## config.mk

```make
export PLATFORM = sky130hd
export DESIGN_NAME = tcpc_regs
export DESIGN_NICKNAME = d
export VERILOG_FILES = /design/src/rtl/tcpc_regs_pkg.sv /design/src/rtl/tcpc_alert_reg.sv /design/src/rtl/tcpc_regs.sv
export SDC_FILE = /design/constraint.sdc
export NUM_CORES = 1
export LEC_CHECK = 0
export CAP_MARGIN = 20
export CELL_PAD_IN_SITES_DETAIL_PLACEMENT = 2
export CELL_PAD_IN_SITES_GLOBAL_PLACEMENT = 2
export CORE_MARGIN = 2
export CORE_UTILIZATION = 37
export CTS_CLUSTER_DIAMETER = 200
export DETAILED_ROUTE_END_ITERATION = 16
export PLACE_DENSITY = 0.88
export SETUP_SLACK_MARGIN = 0.1
export SLEW_MARGIN = 25
export SYNTH_ARGS = -nofsm -noshare
export SYNTH_HDL_FRONTEND = slang
export SYNTH_HIERARCHICAL = 1
export SYNTH_SLANG_ARGS = --single-unit
```

## constraint.sdc

```tcl
create_clock -name CLK -period 5.7 [get_ports CLK]
set_clock_uncertainty 0.2 [all_clocks]
set_input_delay 1.425 -clock CLK [delete_from_list [all_inputs] [get_ports CLK]]
set_output_delay 1.425 -clock CLK [all_outputs]
set_load 0.005 [all_outputs]
```

## src/rtl/tcpc_regs_pkg.sv

```systemverilog
// ============================================================================
// Module   : tcpc_regs_pkg
// Brief    : Address map, FSM encodings and ALERT bit indices for tcpc_regs.
// Revision : 1.0 - initial release
// ============================================================================
`default_nettype none

package tcpc_regs_pkg;

  localparam int ALERT_W = 16;

  localparam logic [7:0] ADDR_VID_L        = 8'h00;
  localparam logic [7:0] ADDR_VID_H        = 8'h01;
  localparam logic [7:0] ADDR_ALERT_L      = 8'h10;
  localparam logic [7:0] ADDR_ALERT_H      = 8'h11;
  localparam logic [7:0] ADDR_ALERT_MASK_L = 8'h12;
  localparam logic [7:0] ADDR_ALERT_MASK_H = 8'h13;
  localparam logic [7:0] ADDR_CC_STATUS    = 8'h1D;
  localparam logic [7:0] ADDR_MSG_HDR_INFO = 8'h2E;
  localparam logic [7:0] ADDR_RX_DETECT    = 8'h2F;
  localparam logic [7:0] ADDR_TRANSMIT     = 8'h50;

  typedef logic [1:0] state_t;
  localparam state_t IDLE   = 2'd0;
  localparam state_t ACCESS = 2'd1;
  localparam state_t DONE   = 2'd2;

  typedef enum int unsigned {
    ALERT_CC_STATUS     = 0,
    ALERT_PWR_STATUS    = 1,
    ALERT_RX_STATUS     = 2,
    ALERT_RX_HARD_RESET = 3,
    ALERT_TX_FAILED     = 4,
    ALERT_TX_DISCARDED  = 5,
    ALERT_TX_SUCCESS    = 6,
    ALERT_VBUS_ALARM_HI = 7,
    ALERT_VBUS_ALARM_LO = 8,
    ALERT_FAULT         = 9,
    ALERT_RX_BUF_OVF    = 10,
    ALERT_VBUS_SNK_DISC = 11
  } alert_bit_e;

endpackage

`default_nettype wire

```

## src/rtl/tcpc_alert_reg.sv

```systemverilog
// ============================================================================
// Module   : tcpc_alert_reg
// Brief    : 16-bit W1C ALERT register with set priority, mask and ALERT_N.
// Revision : 1.0 - initial release
// ============================================================================
`default_nettype none

module tcpc_alert_reg
  import tcpc_regs_pkg::*;
#(
  parameter logic [ALERT_W-1:0] ALERT_MASK_RST = 16'h7FFF
) (
  input  logic               clk,
  input  logic               rst,
  input  logic [ALERT_W-1:0] i_set,
  input  logic [7:0]         i_wdata,
  input  logic               i_clr_l,
  input  logic               i_clr_h,
  input  logic               i_mask_l_we,
  input  logic               i_mask_h_we,
  output logic [ALERT_W-1:0] o_alert,
  output logic [ALERT_W-1:0] o_mask,
  output logic               o_alert_n
);

  logic [ALERT_W-1:0] r_alert;
  logic [ALERT_W-1:0] r_mask;
  logic               r_alert_n;
  logic [ALERT_W-1:0] w_clr;

  always_comb begin
    w_clr = {(i_clr_h ? i_wdata : 8'h00), (i_clr_l ? i_wdata : 8'h00)};
  end

  // OR-ing the set pulses after the clear gives hardware events priority
  always_ff @(posedge clk or posedge rst) begin
    if (rst) begin
      r_alert   <= '0;
      r_mask    <= ALERT_MASK_RST;
      r_alert_n <= 1'b1;
    end else begin
      r_alert <= (r_alert & ~w_clr) | i_set;
      if (i_mask_l_we) r_mask[7:0]  <= i_wdata;
      if (i_mask_h_we) r_mask[15:8] <= i_wdata;
      r_alert_n <= ~|(r_alert & r_mask);
    end
  end

  assign o_alert   = r_alert;
  assign o_mask    = r_mask;
  assign o_alert_n = r_alert_n;

endmodule

`default_nettype wire

```

## src/rtl/tcpc_regs.sv

```systemverilog
// ============================================================================
// Module   : tcpc_regs
// Brief    : TCPC register bank, responder side of the internal register bus.
// Revision : 1.0 - initial release
// ============================================================================
`default_nettype none

module tcpc_regs
  import tcpc_regs_pkg::*;
#(
  parameter logic [15:0] VENDOR_ID      = 16'h0451,
  parameter logic [15:0] ALERT_MASK_RST = 16'h7FFF
) (
  input  logic        CLK,
  input  logic        RESET,
  input  logic        REQUEST,
  input  logic        RNW,
  input  logic [7:0]  ADDR,
  input  logic [7:0]  WR_DATA,
  output logic [7:0]  RD_DATA,
  output logic        ACK,
  input  logic [7:0]  CC_STATUS_IN,
  input  logic [15:0] ALERT_SET,
  output logic        ALERT_N,
  output logic [7:0]  MSG_HDR_INFO,
  output logic [7:0]  RX_DETECT,
  output logic [7:0]  TRANSMIT,
  output logic        TRANSMIT_WR
);

  state_t      r_state;
  state_t      w_next_state;
  logic        r_rnw;
  logic [7:0]  r_addr;
  logic [7:0]  r_wdata;
  logic [7:0]  r_rd_data;
  logic        r_ack;
  logic        r_transmit_wr;
  logic [7:0]  r_msg_hdr_info;
  logic [7:0]  r_rx_detect;
  logic [7:0]  r_transmit;
  logic        w_wr_en;
  logic        w_rd_en;
  logic        w_ack_d;
  logic [7:0]  w_rd_mux;
  logic [15:0] w_alert;
  logic [15:0] w_alert_mask;

  always_ff @(posedge CLK or posedge RESET) begin
    if (RESET) r_state <= IDLE;
    else       r_state <= w_next_state;
  end

  always_comb begin
    w_next_state = r_state;
    case (r_state)
      IDLE:    if (REQUEST) w_next_state = ACCESS;
      ACCESS:  w_next_state = DONE;
      DONE:    if (!REQUEST) w_next_state = IDLE;
      default: w_next_state = IDLE;
    endcase
  end

  always_comb begin
    w_wr_en = (r_state == ACCESS) && !r_rnw;
    w_rd_en = (r_state == ACCESS) && r_rnw;
    w_ack_d = (r_state == DONE) && REQUEST;
  end

  // ALERT reads see the register before any same-cycle set pulse lands
  always_comb begin
    case (r_addr)
      ADDR_VID_L:        w_rd_mux = VENDOR_ID[7:0];
      ADDR_VID_H:        w_rd_mux = VENDOR_ID[15:8];
      ADDR_ALERT_L:      w_rd_mux = w_alert[7:0];
      ADDR_ALERT_H:      w_rd_mux = w_alert[15:8];
      ADDR_ALERT_MASK_L: w_rd_mux = w_alert_mask[7:0];
      ADDR_ALERT_MASK_H: w_rd_mux = w_alert_mask[15:8];
      ADDR_CC_STATUS:    w_rd_mux = CC_STATUS_IN;
      ADDR_MSG_HDR_INFO: w_rd_mux = r_msg_hdr_info;
      ADDR_RX_DETECT:    w_rd_mux = r_rx_detect;
      ADDR_TRANSMIT:     w_rd_mux = r_transmit;
      default:           w_rd_mux = 8'h00;
    endcase
  end

  always_ff @(posedge CLK or posedge RESET) begin
    if (RESET) begin
      r_rnw          <= 1'b0;
      r_addr         <= 8'h00;
      r_wdata        <= 8'h00;
      r_rd_data      <= 8'h00;
      r_ack          <= 1'b0;
      r_transmit_wr  <= 1'b0;
      r_msg_hdr_info <= 8'h00;
      r_rx_detect    <= 8'h00;
      r_transmit     <= 8'h00;
    end else begin
      if ((r_state == IDLE) && REQUEST) begin
        r_rnw   <= RNW;
        r_addr  <= ADDR;
        r_wdata <= WR_DATA;
      end
      r_ack         <= w_ack_d;
      r_transmit_wr <= w_wr_en && (r_addr == ADDR_TRANSMIT);
      if (w_rd_en) r_rd_data <= w_rd_mux;
      if (w_wr_en) begin
        case (r_addr)
          ADDR_MSG_HDR_INFO: r_msg_hdr_info <= r_wdata;
          ADDR_RX_DETECT:    r_rx_detect    <= r_wdata;
          ADDR_TRANSMIT:     r_transmit     <= r_wdata;
          default:           ;
        endcase
      end
    end
  end

  tcpc_alert_reg #(
    .ALERT_MASK_RST (ALERT_MASK_RST)
  ) u_alert (
    .clk         (CLK),
    .rst         (RESET),
    .i_set       (ALERT_SET),
    .i_wdata     (r_wdata),
    .i_clr_l     (w_wr_en && (r_addr == ADDR_ALERT_L)),
    .i_clr_h     (w_wr_en && (r_addr == ADDR_ALERT_H)),
    .i_mask_l_we (w_wr_en && (r_addr == ADDR_ALERT_MASK_L)),
    .i_mask_h_we (w_wr_en && (r_addr == ADDR_ALERT_MASK_H)),
    .o_alert     (w_alert),
    .o_mask      (w_alert_mask),
    .o_alert_n   (ALERT_N)
  );

  assign RD_DATA      = r_rd_data;
  assign ACK          = r_ack;
  assign TRANSMIT_WR  = r_transmit_wr;
  assign MSG_HDR_INFO = r_msg_hdr_info;
  assign RX_DETECT    = r_rx_detect;
  assign TRANSMIT     = r_transmit;

endmodule

`default_nettype wire

```

==> results of run 1 <==
-- worst reg2reg max path: cells and delay by family (launching register included) --
family                 cells  cell delay, ns
flip-flops                 1            0.46
AO/OA/AOI/OAI              1            0.21
buffers and inverters      1            0.28
AND/OR/NAND/NOR            4            1.87
-- cells in the mapped netlist, types with 2 or more instances --
cell type	number	area, sq um
a211oi_1	6	45.0
nand2_1	33	124
dfrtp_1	70	1750
o21ai_1	3	15.0
a22o_1	4	35.0
dfstp_2	16	420
mux2i_1	13	130
and4_1	2	17.5
mux2_1	2	22.5
inv_1	6	22.5
buf_6	2	22.5
o2bb2ai_1	3	26.3
a221oi_1	4	35.0
a21o_1	15	113
nand3b_1	3	22.5
clkbuf_1	4	15.0
nor2b_1	3	18.8
nor4_1	2	12.5
buf_2	5	25.0
a311oi_1	2	17.5
nor3_1	6	30.0
mux2_4	8	120
a21oi_1	5	25.0
o22ai_1	3	18.8
nor2_1	13	48.8
mux2_2	51	574
a22oi_1	6	45.0
buf_1	3	11.3
o21ai_0	7	35.0
nand2b_1	3	18.8
a32oi_1	2	17.5
-- kinds of logic (layout without fill, tap and decap cells) --
group / Yosys count / count (layout) / synth area share [%]
compound gates: 64 / 64 / 11.6
mux: 74 / 74 / 20.9
flops: 86 / 86 / 53.6
simple gates: 83 / 83 / 11.4
buf+inv: 21 / 106 / 2.56
-- state kept, by name, summed over array words and instances (netlist names) --
register,cells
RD_DATA,8
r_rnw,1
u_alert/o_alert,16
TRANSMIT_WR,1
u_alert/o_alert_n,1
r_wdata,8
MSG_HDR_INFO,8
RX_DETECT,8
ACK,1
u_alert/o_mask,16
TRANSMIT,8
r_state,2
r_addr,8
-- worst max path at each step --
stage | end | slack, ns
after CTS | u_alert/o_alert[6]$_DFF_PP0_ | 2.53
final | u_alert/o_alert[6]$_DFF_PP0_ | 2.57
after detailed placement | r_wdata[4]$_DFFE_PP0P_ | 2.60
after global routing | u_alert/o_alert[6]$_DFF_PP0_ | 2.39
after floorplan | r_addr[0]$_DFFE_PP0P_ | 2.75
after global placement | r_rnw$_DFFE_PP0P_ | 2.65
-- routing by layer --
metal  routed length, microns  GRT usage (%)
met1                     5740           30.6
met2                     6740           41.2
met3                      459           3.53
met4                      149           6.96
met5                        0              0
-- power by group through the flow --
| stage | Sequential, uW | Combinational (uW) | Clock, uW |
|---|---|---|---|
| final | 895 | 504 | 477 |
| after global routing | 916 | 539 | 514 |
| after CTS | 894 | 507 | 486 |
| after detailed placement | 904 | 498 | 0 |
| after global placement | 886 | 475 | 0 |
| after floorplan | 823 | 350 | 0 |
-- per-stage QoR --
stage	worst slack (ns)	util (%)
final	2.57	48.3
after global routing	2.39	48.3
after CTS	2.53	48.3
after detailed placement	2.60	46.3
after global placement	2.65	46.3
after floorplan	2.75	-
-- final cells by class --
cell class                 instances  area (sq um)
fill                            1102          5550
sequential                        86          2170
multi-input combinational        221          1780
timing repair buffer              84           826
tap                              140           175
clock buffer                      12           145
clock inverter                     4          70.1
inverter                           6          25.0
==> flow_summary.ini, run 1 <==
[run_status]
status = finished, final reports clean

[power_and_ir_drop]
cellPowerDensity_nw_per_um2 = 361
seqPwrFrac_pct = 47.7
p_int_uw = 1240
vdd_drop_max_uv = 173
comb_power_share_pct = 26.9
finalPower_uw = 1880
p_leak_uw = 0.00209
clkPwrFrac_pct = 25.4
p_sw_uw = 636
swShare_pct = 33.9

[clocking]
post_cts_buffers = 0
cts_buffers = 9
cts_tree = yes
clockBufferDepth = 2
cts.sinks = 86
cts_resized = 0
h-tree-depth = 3
clkTransAtPathRegs_ns = 0.08
clock_latency_ns = 0.37
cts_root_buf = clkbuf_8
cts_hold_buf = 0

[cells_and_area]
final_common_cell = clkdlybuf4s50_1
area_delta_synth_final_pct = 28.2
final_layout_size_suffix_gt1_share_pct = 26.2
final_area_sq_um = 5190
num-nets-final = 452
layout_common_cells = clkdlybuf4s50_1, dfrtp_1, mux2_2, nand2_1, dfstp_2
instances_no_fill = 553
num_antenna_cells = 0

[timing]
setup_tns_ns = 0
period_share_pct = 54.9
post-route-min-period_ns = 3.13
setup_violations = 0
drv_slew = 0
rsz0062_at_grt = false
tightest_slew_ns = 1.03
max_clock_freq_ghz = 0.320
max_slew_margin_pct = 30.5
hold_slack_ns = 0.290
final_hold_viol_count = 0

[synth]
synth_edf_count = 0
synthArstFlopShare_pct = 100
synth_seq_cells = 86
ys.flop_type = dfrtp_1
syn-cell-area_sq_um = 4050
postSynthAreaPerCell_sq_um = 12.4
synthCells = 328
yosysSeqAreaShare_pct = 53.6
yosysUniqueCellTypes = 54
syn_nets = 372
synth_warnings = 6

[setup_path]
path_delay_family = simple AND/OR/NAND/NOR gates
crit_path_start_kind = register
r2r-end = u_alert/o_alert[6]$_DFF_PP0_
slowest_stage = nor4_1
setup.worst_path.end_class = register
crit_path_cell_trace = nor4_2 > nand2b_1 > nor4_1 > buf_4 > nand2_1 > a21o_1
r2r-start = r_addr[2]$_DFFE_PP0P_
cp-startpoint = r_addr[2]$_DFFE_PP0P_
cp.required_ns = 5.76
rr_worst_depth = 6
cp_max_fo = 8
crit_buf_inv = 1
rrSetupSlack_ns = 2.57
crit_arrival_ns = 3.19
critPathKind = reg -> reg
path_depth = 6
cp_slowest_stage_delay_ns = 0.93

[floorplanning]
die_y_microns = 109
initial_utilization_pct = 37.7
rows = 38
fp.dieArea_sq_um = 11800
core_area_sq_um = 10700
die_x_microns = 109
ios = 79

[detailed_routing]
drt_iter0_drc = 92
drc = 0
drtPass1Iterations = 4
routed_via_density = 5.46
vias = 3021
wire_per_inst_microns = 23.7
drt-total-wl_mm = 13.1
drtAntennaViolNets = 0

[place]
dp_hpwl_mm = 9.12
port_buffers = 78
dp_cells = 537
routabilityCongestion = 0.818
dpl_cell_area_sq_um = 4980

[global_route]
grt_pass1_wl_mm = 20.3
grt_pass1_vias = 3487
antenna_found_initial = 0
grt.overflow.total = 0
grt_start_max_net_pins = 54
grtUsageTotal_pct = 23.7

[worst_hold_path]
hp-class = reg -> reg
worstHoldEndpoint = RD_DATA[6]$_DFFE_PP0P_
hold_depth = 2
hold_start = RD_DATA[6]$_DFFE_PP0P_

[job]
cap_viol_max_count = 0
Power figures use the tool's default switching activity.
==> run 2, diff against run 1 <==
--- a/config.mk
+++ b/config.mk
@@ -9,10 +9,10 @@
 export CELL_PAD_IN_SITES_DETAIL_PLACEMENT = 2
 export CELL_PAD_IN_SITES_GLOBAL_PLACEMENT = 2
 export CORE_MARGIN = 2
-export CORE_UTILIZATION = 37
+export CORE_UTILIZATION = 34
 export CTS_CLUSTER_DIAMETER = 200
 export DETAILED_ROUTE_END_ITERATION = 16
-export PLACE_DENSITY = 0.88
+export PLACE_DENSITY = 0.82
 export SETUP_SLACK_MARGIN = 0.1
 export SLEW_MARGIN = 25
 export SYNTH_ARGS = -nofsm -noshare
==> constraint.sdc (replaced) <==
create_clock -name CLK -period 3 [get_ports CLK]
set_clock_uncertainty 0.2 [all_clocks]
set_input_delay 0.75 -clock CLK [delete_from_list [all_inputs] [get_ports CLK]]
set_output_delay 0.75 -clock CLK [all_outputs]
set_load 0.005 [all_outputs]
==> run 2 against run 1 <==
  * The run now ends with design-rule violations left
  * Register-to-register slack got worse by 2.2 ns
  * Critical path depth is 1 lower
  * Maximum frequency grew 19%
  * Non-clock buffer count is 7 higher
  * Clock power rose to 2.6 times the previous value
  * Count of clock-buffer cells in the layout decreased by 1
  * Sequential power up 98%
  * Setup slack worse by 2.2 ns
  * Global-route usage down 1.5 points
  * Power grew 110%
  * Sequential cell count stayed put
  * Worst hold slack improved by 0.015 ns
==> flow_summary.ini, run 2 (synthesized netlist as in run 1, its figures left out) <==
[run_status]
status = finished, violations left
violations = design-rule violations

[cells_and_area]
fillers = 1177
layout_common_cells = clkdlybuf4s50_1, dfrtp_1, mux2_2, nand2_1, dfstp_2
final_layout_size_suffix_gt1_share_pct = 28.1
final_common_cell = clkdlybuf4s50_1
num-nets-final = 459
num_antenna_cells = 0
area_delta_synth_final_pct = 32.6

[timing]
post-route-min-period_ns = 2.63
setup_violations = 0
max_slew_margin_pct = 37.4
max_clock_freq_ghz = 0.380
tightest_slew_ns = 0.939
period_share_pct = 87.6
setup_tns_ns = 0
setup_slack_ns = 0.371
drv_slew = 0
final_hold_viol_count = 0
rsz0062_at_grt = false

[global_route]
grtUsageTotal_pct = 22.2
antenna_found_initial = 0
grt_pass1_wl_mm = 21.1
grt.overflow.total = 0
grt_start_max_net_pins = 34
grt_pass1_vias = 3403

[clocking]
clkTransAtPathRegs_ns = 0.07
cts_buffers = 9
post_cts_buffers = 0
cts_tree = yes
cts_root_buf = clkbuf_16
clockBufferDepth = 2
cts.sinks = 86
cts_hold_buf = 0
h-tree-depth = 3
clock_latency_ns = 0.35

[setup_path]
r2r-start = r_addr[0]$_DFFE_PP0P_
cp-startpoint = r_addr[0]$_DFFE_PP0P_
slowest_stage = dfrtp_1
r2r-end = RD_DATA[2]$_DFFE_PP0P_
path_depth = 5
crit_arrival_ns = 2.63
crit_end = RD_DATA[2]$_DFFE_PP0P_
cp.required_ns = 3.00
crit_path_cell_trace = buf_4 > nand4b_1 > a21oi_1 > a2111oi_0 > o21ai_0
setup.worst_path.end_class = register
rrSetupSlack_ns = 0.37
rr_worst_depth = 5
cp_max_fo = 22
crit_path_start_kind = register
critPathKind = reg -> reg
path_delay_family = flip-flops
cp_slowest_stage_delay_ns = 0.96
crit_buf_inv = 1

[detailed_routing]
drtPass1Iterations = 10
vias = 3113
drt-total-wl_mm = 13.6
drc = 4
routed_via_density = 5.53
drtAntennaViolNets = 0
drt_iter0_drc = 121
wire_per_inst_microns = 24.1

[power_and_ir_drop]
p_leak_uw = 0.00218
cellPowerDensity_nw_per_um2 = 736
vdd_drop_max_uv = 244

[floorplanning]
ios = 79
die_x_microns = 113
die_y_microns = 113
core_area_sq_um = 11500
fp.dieArea_sq_um = 12800
initial_utilization_pct = 35.2
rows = 39

[place]
dp_slack_ns = 0.299
dp_hpwl_mm = 9.91
port_buffers = 78
routabilityCongestion = 0.907

[job]
cap_viol_max_count = 0

[worst_hold_path]
hp-class = reg -> reg
hold_start = RD_DATA[3]$_DFFE_PP0P_
==> run 2: cell types whose count changed in the layout (fill, tap and decap cells not counted), moves of 2 or more <==
cell / previous run / this run
buf_4: 6 / 13
clkbuf_8: 10 / 2
clkbuf_16: 0 / 9
clkbuf_1: 2 / 0
==> run 2: worst register-to-register path, cell delays in order, from the launching register on <==
cell and delay [ns]:
dfrtp_1 0.96, buf_4 0.35, nand4b_1 0.14, a21oi_1 0.08, a2111oi_0 0.59, o21ai_0 0.18
==> run 2: worst min-delay path by stage <==
| stage | slack, ns | cells after the start | to |
|---|---|---|---|
| 6_report | 0.30 | 2 | RD_DATA[3]$_DFFE_PP0P_ |
| 5_1_grt | 0.34 | 1 | u_alert/o_alert[4]$_DFF_PP0_ |
| 4_1_cts | 0.31 | 2 | RD_DATA[3]$_DFFE_PP0P_ |
| 2_1_floorplan | 0.27 | 1 | u_alert/o_alert[12]$_DFF_PP0_ |
| 3_5_place_dp | 0.30 | 2 | RD_DATA[3]$_DFFE_PP0P_ |
| 3_3_place_gp | 0.27 | 2 | RD_DATA[2]$_DFFE_PP0P_ |
==> run 2: routing by layer <==
metal / wire length [microns] / share of wire (%) / global-route usage [%]
met5: 0 / 0 / 0
met4: 250 / 1.8 / 7.07
met3: 494 / 3.6 / 2.52
met2: 6770 / 50 / 37.8
met1: 6050 / 45 / 29.7
==> run 2: area by class of cell <==
| cell class | instances | area, sq um | share of cell area (%) |
|---|---|---|---|
| Clock buffer | 11 | 253 | 4.70 |
| Clock inverter | 5 | 81.3 | 1.51 |
| Inverter | 6 | 22.5 | 0.419 |
| Multi-Input combinational cell | 221 | 1790 | 33.3 |
| Sequential cell | 86 | 2170 | 40.4 |
| Tap cell | 143 | 179 | 3.33 |
| Timing Repair Buffer | 91 | 878 | 16.3 |
==> run 2: power by group <==
group          internal, uW  switching [uW]  total (uW)
sequential             1360             406        1770
combinational           522             416         938
clock                   775             472        1250
total                  2660            1290        3950
==> run 2: repair_timing <==
action / CTS / global route
setup endpoints to repair: 0 / 6
endpoints found under the hold margin: 0 / 0
resized for setup: 0 / 1
==> run 2: metrics by stage <==
step / instance area [sq um] / power, uW / hold slack (ns) / utilization, % / cells
floorplan: 4050 / 2230 / 0.267 / - / 328
global placement: 5030 / 2660 / 0.267 / 43.7 / 547
detailed placement: 5030 / 2720 / 0.295 / 43.7 / 547
CTS: 5370 / 3980 / 0.307 / 46.6 / 563
global route: 5370 / 4140 / 0.339 / 46.7 / 563
finish: 5370 / 3950 / 0.304 / 46.7 / 563
